$ cat src/rtl/guarded_rom_pkg.sv
// Shared constants, FSM state type, ROM image and key for the guarded secret ROM.
// Optional lockout feature is enabled with GUARDED_ROM_LOCKOUT_EN.
package guarded_rom_pkg;

  localparam int ROM_DEPTH      = 32;
  localparam int KEY_BYTES      = 4;
  localparam int MAX_FAILS      = 3;
  localparam int LOCKOUT_CYCLES = 1024;

  localparam logic [7:0] DENY_DEFAULT = 8'h3F;

  typedef enum logic [1:0] {
    LOCKED,
    COLLECT,
    UNLOCKED,
    LOCKOUT
  } state_t;

  localparam logic [7:0] ROM_INIT [0:ROM_DEPTH-1] = '{
    8'hA0, 8'hA1, 8'hA2, 8'hA3, 8'hA4, 8'hA5, 8'hA6, 8'hA7,
    8'hA8, 8'hA9, 8'hAA, 8'hAB, 8'hAC, 8'hAD, 8'hAE, 8'hAF,
    8'hB0, 8'hB1, 8'hB2, 8'hB3, 8'hB4, 8'hB5, 8'hB6, 8'hB7,
    8'hB8, 8'hB9, 8'hBA, 8'hBB, 8'hBC, 8'hBD, 8'hBE, 8'hBF
  };

  // "gb25"
  localparam logic [7:0] KEY [0:KEY_BYTES-1] = '{
    8'h67, 8'h62, 8'h32, 8'h35
  };

endpackage

$ cat src/rtl/guarded_rom_array.sv
// Plain synchronous ROM loaded from the package image.
// Registered output, no reset.
module guarded_rom_array
  import guarded_rom_pkg::*;
#(
  parameter int ADDR_W = 5,
  parameter int DATA_W = 8
) (
  input  logic              clk,
  input  logic [ADDR_W-1:0] addr,
  output logic [DATA_W-1:0] data
);

  always_ff @(posedge clk) begin
    data <= DATA_W'(ROM_INIT[addr]);
  end

endmodule

$ cat src/rtl/guarded_secret_rom.sv
// Secret ROM behind a key-entry guard with aligned permission pipeline.
// Define GUARDED_ROM_LOCKOUT_EN to build the failed-attempt lockout.
module guarded_secret_rom
  import guarded_rom_pkg::*;
#(
  parameter int                ADDR_W      = 5,
  parameter int                DATA_W      = 8,
  parameter int                PUBLIC_BASE = 31,
  parameter int                KEY_LEN     = KEY_BYTES,
  parameter logic [DATA_W-1:0] DENY_VALUE  = DATA_W'(DENY_DEFAULT)
) (
  input  logic              clk,
  input  logic              rst_n,
  input  logic              rd_req,
  input  logic [ADDR_W-1:0] rd_addr,
  output logic              rd_valid,
  output logic [DATA_W-1:0] rd_data,
  output logic              rd_denied,
  input  logic              key_valid,
  input  logic [7:0]        key_byte,
  input  logic              relock,
  output logic              unlocked,
  output logic              locked_out
);

  localparam int IW = (KEY_LEN > 1) ? $clog2(KEY_LEN) : 1;
  localparam logic [IW-1:0] LAST_IDX = IW'(KEY_LEN - 1);
  localparam logic [ADDR_W:0] PUB = (ADDR_W + 1)'(PUBLIC_BASE);

  state_t          state;
  logic [IW-1:0]   idx;
  logic            match;
  logic            byte_ok;
  logic            attempt_ok;
  logic            permit;
  logic            have_resp;
  logic [DATA_W-1:0] rom_q;
  logic [ADDR_W-1:0] addr_q;
  logic [ADDR_W-1:0] rom_addr;

  // Hold the last requested address so the ROM register keeps its word.
  assign rom_addr = rd_req ? rd_addr : addr_q;

  guarded_rom_array #(
    .ADDR_W(ADDR_W),
    .DATA_W(DATA_W)
  ) u_rom (
    .clk (clk),
    .addr(rom_addr),
    .data(rom_q)
  );

  assign permit = (state == UNLOCKED) || ({1'b0, rd_addr} >= PUB);

  always_ff @(posedge clk or negedge rst_n) begin
    if (!rst_n) begin
      rd_valid  <= 1'b0;
      rd_denied <= 1'b0;
      have_resp <= 1'b0;
      addr_q    <= '0;
    end else begin
      rd_valid <= rd_req;
      if (rd_req) begin
        rd_denied <= !permit;
        have_resp <= 1'b1;
        addr_q    <= rd_addr;
      end
    end
  end

  // A denied verdict masks the ROM word in the same cycle it appears.
  assign rd_data = !have_resp ? '0 : (rd_denied ? DENY_VALUE : rom_q);

  assign byte_ok    = (key_byte == KEY[idx]);
  assign attempt_ok = match && byte_ok;

`ifdef GUARDED_ROM_LOCKOUT_EN
  localparam int CW = $clog2(LOCKOUT_CYCLES);
  localparam int FW = $clog2(MAX_FAILS + 1);
  localparam logic [CW-1:0] LAST_CNT  = CW'(LOCKOUT_CYCLES - 1);
  localparam logic [FW-1:0] LAST_FAIL = FW'(MAX_FAILS - 1);

  logic [FW-1:0] fails;
  logic [CW-1:0] cnt;
`else
  assign locked_out = 1'b0;
`endif

  always_ff @(posedge clk or negedge rst_n) begin
    if (!rst_n) begin
      state    <= LOCKED;
      idx      <= '0;
      match    <= 1'b0;
      unlocked <= 1'b0;
`ifdef GUARDED_ROM_LOCKOUT_EN
      fails      <= '0;
      cnt        <= '0;
      locked_out <= 1'b0;
`endif
    end else begin
      case (state)
        LOCKED: begin
          if (key_valid) begin
            match <= byte_ok;
            idx   <= IW'(1);
            state <= COLLECT;
          end
        end
        COLLECT: begin
          if (key_valid) begin
            if (idx == LAST_IDX) begin
              idx <= '0;
              if (attempt_ok) begin
                state    <= UNLOCKED;
                unlocked <= 1'b1;
`ifdef GUARDED_ROM_LOCKOUT_EN
                fails    <= '0;
`endif
              end else begin
`ifdef GUARDED_ROM_LOCKOUT_EN
                fails <= fails + 1'b1;
                if (fails == LAST_FAIL) begin
                  state      <= LOCKOUT;
                  locked_out <= 1'b1;
                  cnt        <= '0;
                end else begin
                  state <= LOCKED;
                end
`else
                state <= LOCKED;
`endif
              end
            end else begin
              idx   <= idx + 1'b1;
              match <= attempt_ok;
            end
          end
        end
        UNLOCKED: begin
          if (relock) begin
            state    <= LOCKED;
            unlocked <= 1'b0;
          end
        end
`ifdef GUARDED_ROM_LOCKOUT_EN
        LOCKOUT: begin
          if (cnt == LAST_CNT) begin
            state      <= LOCKED;
            locked_out <= 1'b0;
            fails      <= '0;
            cnt        <= '0;
          end else begin
            cnt <= cnt + 1'b1;
          end
        end
`endif
        default: state <= LOCKED;
      endcase
    end
  end

endmodule
$ cat config.mk
export PLATFORM = sky130hd
export DESIGN_NAME = guarded_secret_rom
export DESIGN_NICKNAME = d
export VERILOG_FILES = /design/src/rtl/guarded_rom_pkg.sv /design/src/rtl/guarded_rom_array.sv /design/src/rtl/guarded_secret_rom.sv
export SDC_FILE = /design/constraint.sdc
export NUM_CORES = 1
export LEC_CHECK = 0
export BUFFER_PORTS_ARGS = -buffer_cell sky130_fd_sc_hd__clkbuf_2
export CORE_UTILIZATION = 30
export CTS_CLUSTER_SIZE = 10
export DETAILED_ROUTE_END_ITERATION = 7
export PLACE_DENSITY = 0.61
export SYNTH_ARGS = -nofsm -noshare
export SYNTH_HDL_FRONTEND = slang
export SYNTH_SLANG_ARGS = --single-unit
$ cat constraint.sdc
create_clock -name clk -period 1.62 [get_ports clk]
set_input_delay 0.162 -clock clk [delete_from_list [all_inputs] [get_ports clk]]
set_output_delay 0.162 -clock clk [all_outputs]
set_load 0.1 [all_outputs]
==> reports/results.tsv <==
metric	value	unit
status	completed	
HP Start	rd_req	
critical path arrival	1.68	ns
drt drc	0	
starting density of the core	32.5	%
Final period util	90.9	%
post-placement cell count	126	
Fin Setup TNS	0	ns
area occupied by multi-input gates	370	sq um
number of antenna violations at the first check in global routing	0	
Worst R2R End	unlocked	
number of stages on the worst hold path	1	
clock slew at reported path FFs	0.11	ns
TritonCTS clock tree	done	
RR Startpoint	idx[1]	
synthesized area	827	sq um
Netlist cell types	23	
r2r setup slk	0.15	ns
endpoint class of the critical path	flip-flop	
kind of critical path	reg2reg	
Core ar.	0.00254	sq mm
Clock Path Buffers	2	
die height	54.5	um
Yosys top cell by area	dfrtp_1	
Final Non-Filler Cells	131	
clock sinks	19	
CP required	1.83	ns
Rel. slew slack	63.7	%
Final Setup Violations	0	
via-per-instance ratio	4.63	
Post-Synthesis Cells	73	
root buf cell	clkbuf_4	
Core Rows	18	
Seq. cell area	452	sq um
Layout fillers	246	
Num CTS Buffers	3	
initial drt markers	12	
largest net degree at the start of global routing	15	
grt total ovfl	0	
Synth top area share	42.4	%
Final HPWL DP	1.16	mm
DR pass1 iterations	4	
syn avg cell area	11.3	sq um
Area contributors post-synth	dfrtp_1 (42%), dfxtp_1 (12%), mux2_2 (9.5%)	
# Post-CTS Setup Buffers	0	
Die Width	54.5	um
Pleak	0.469	nW
power per cell area	1120	mW/mm^2
hold endpoint	rd_valid	
FF-to-FF path depth	5	
number of global-route vias before repair	558	
#FFs+latches synth	19	
crit-path cells	ha_1 -> xnor2_1 -> nor4b_4 -> nand4_1 -> o31ai_1	
Diodes inserted	0	
Hold Crit Class	in2reg	
RSZ-0062 raised after global routing	no	
Slew @ Worst Pin	0.547	ns
total I/O pin count	30	
delay-heaviest family, CP	flip-flops	
GRT Util Overall	11.6	%
fin. max-slew vios	0	
CP max stage cell	dfrtp_1	
Peak Freq	679	MHz
Die ar.	0.00297	sq mm
Max Cap Violations	0	
nets@finish	122	
Max IR drop VDD	521	uV
clk_lat worst skew	0.29	ns
sequential cell area fraction in the yosys report	54.5	%
Worst Clk Skew	0.00490	ns
Crit Path Max Fanout	5	
Final Hold Fails	0	
crit-path max cell delay	0.43	ns
WL/cell	12.1	um
Vias	607	
layout cell share with drive strength beyond 1	47.5	%
Final Critical Period	1.47	ns
CTS H-tree lvls	1	
area grow syn2layout	26.6	%
Startpoint Class	flip-flop	
drt total wl	1.59	mm
Final ANT Viol Nets	0	
PortBufs	27	
Synth Warn #	0	
first-pass GRT wire length	2.34	mm
Buf/Inv on CP	0	
GPL Wtd Cong	0.755	
[synthesized netlist by cell type]
master,number
ha_1,2
nand4_1,1
dfrtp_1,14
o21a_1,5
or2_2,1
a31oi_1,2
nor2b_1,2
o21ai_0,3
and3_1,1
buf_4,3
nand2_1,7
nand2b_1,4
clkbuf_1,2
dfxtp_1,5
nor4b_4,1
nor2_1,3
xnor2_1,1
mux2_2,7
a21oi_1,2
o22ai_1,2
o31ai_1,2
conb_1,1
nand3_1,2
[worst reg2reg max path, stage by stage, from the launching register on]
cell     delay [ns]
dfrtp_1        0.43
ha_1           0.20
xnor2_1        0.15
nor4b_4        0.23
nand4_1        0.15
o31ai_1        0.21
[placed cells by master, fill, tap and decap left out, drive strengths merged, types with 3 or more instances in the layout]
cell type,synthesis,final
buf,3,6
clkbuf,2,24
dfrtp,14,14
dfxtp,5,5
mux2,7,7
nand2,7,7
nand2b,4,4
nor2,3,3
o21a,5,5
o21ai,3,3
[per-stage QoR]
step                      setup WS, ns  total power [mW]  instance area (sq um)  hold slack [ns]  utilization (%)
after detailed placement         0.152             0.924                   1000           0.0895             39.4
after global routing            0.0166              1.25                   1050            0.100             41.2
final                            0.147              1.17                   1050            0.100             41.2
after floorplan                  0.158             0.850                    846           -0.134                -
after CTS                        0.129              1.16                   1040           0.0927             40.9
after global placement           0.199             0.912                   1000           0.0858             39.4
[worst max path at each step]
| stage | startpoint | endpoint | depth (start not counted) |
|---|---|---|---|
| 3_5_place_dp | idx[0] | unlocked | 5 |
| 4_1_cts | idx[0] | unlocked | 5 |
| 3_3_place_gp | idx[0] | unlocked | 5 |
| 6_report | idx[1] | unlocked | 5 |
| 5_1_grt | idx[1] | state[1] | 5 |
| 2_1_floorplan | rd_denied | rd_data[0] | 1 |
[final cells by class]
type	count	area share, %
well taps	30	3.58
clock inverters	1	0.478
clock buffers	3	2.15
multi-input cells	50	35.4
repair buffers	28	15.3
flip-flops and latches	19	43.1
[where the power goes]
group	total [mW]	internal, mW	leakage [nW]	switching [mW]
sequential	0.601	0.542	0.205	0.0594
combinational	0.330	0.138	0.246	0.192
clock	0.240	0.0918	0.0177	0.148
[repair_timing]
item,in CTS,in global routing
resized for setup,0,1
setup endpoints to repair,0,1
hold endpoints to repair,14,0
hold buffers,1,0
[logic make-up (layout without fill, tap and decap cells)]
kind of cell | Yosys count | count (layout) | synth area share (%)
adders and majority gates | 2 | 2 | 3.03
AOI/OAI and AO/OA | 16 | 16 | 12.4
DFF | 19 | 19 | 54.5
buffers and inverters | 5 | 32 | 3.63
muxes | 7 | 7 | 9.53
xor gates and xnor gates | 1 | 1 | 1.06
other | 1 | 2 | 0.453
and+or+nand+nor | 22 | 22 | 15.4
[sequential cells by signal, summed over array words and instances (netlist names)]
signal and count:
u_rom.data 5, have_resp 1, rd_denied 1, rd_valid 1
match 1, unlocked 1, idx 2, addr_q 5
state 2
[routing by layer]
metal	track usage, %	vias up	part of all wire [%]
met1	13.7	290	44
li1	-	309	-
met3	2.50	0	2.6
met5	0	-	0
met2	19.3	8	53
met4	6.41	0	0
(Power assumes the default switching activity.)
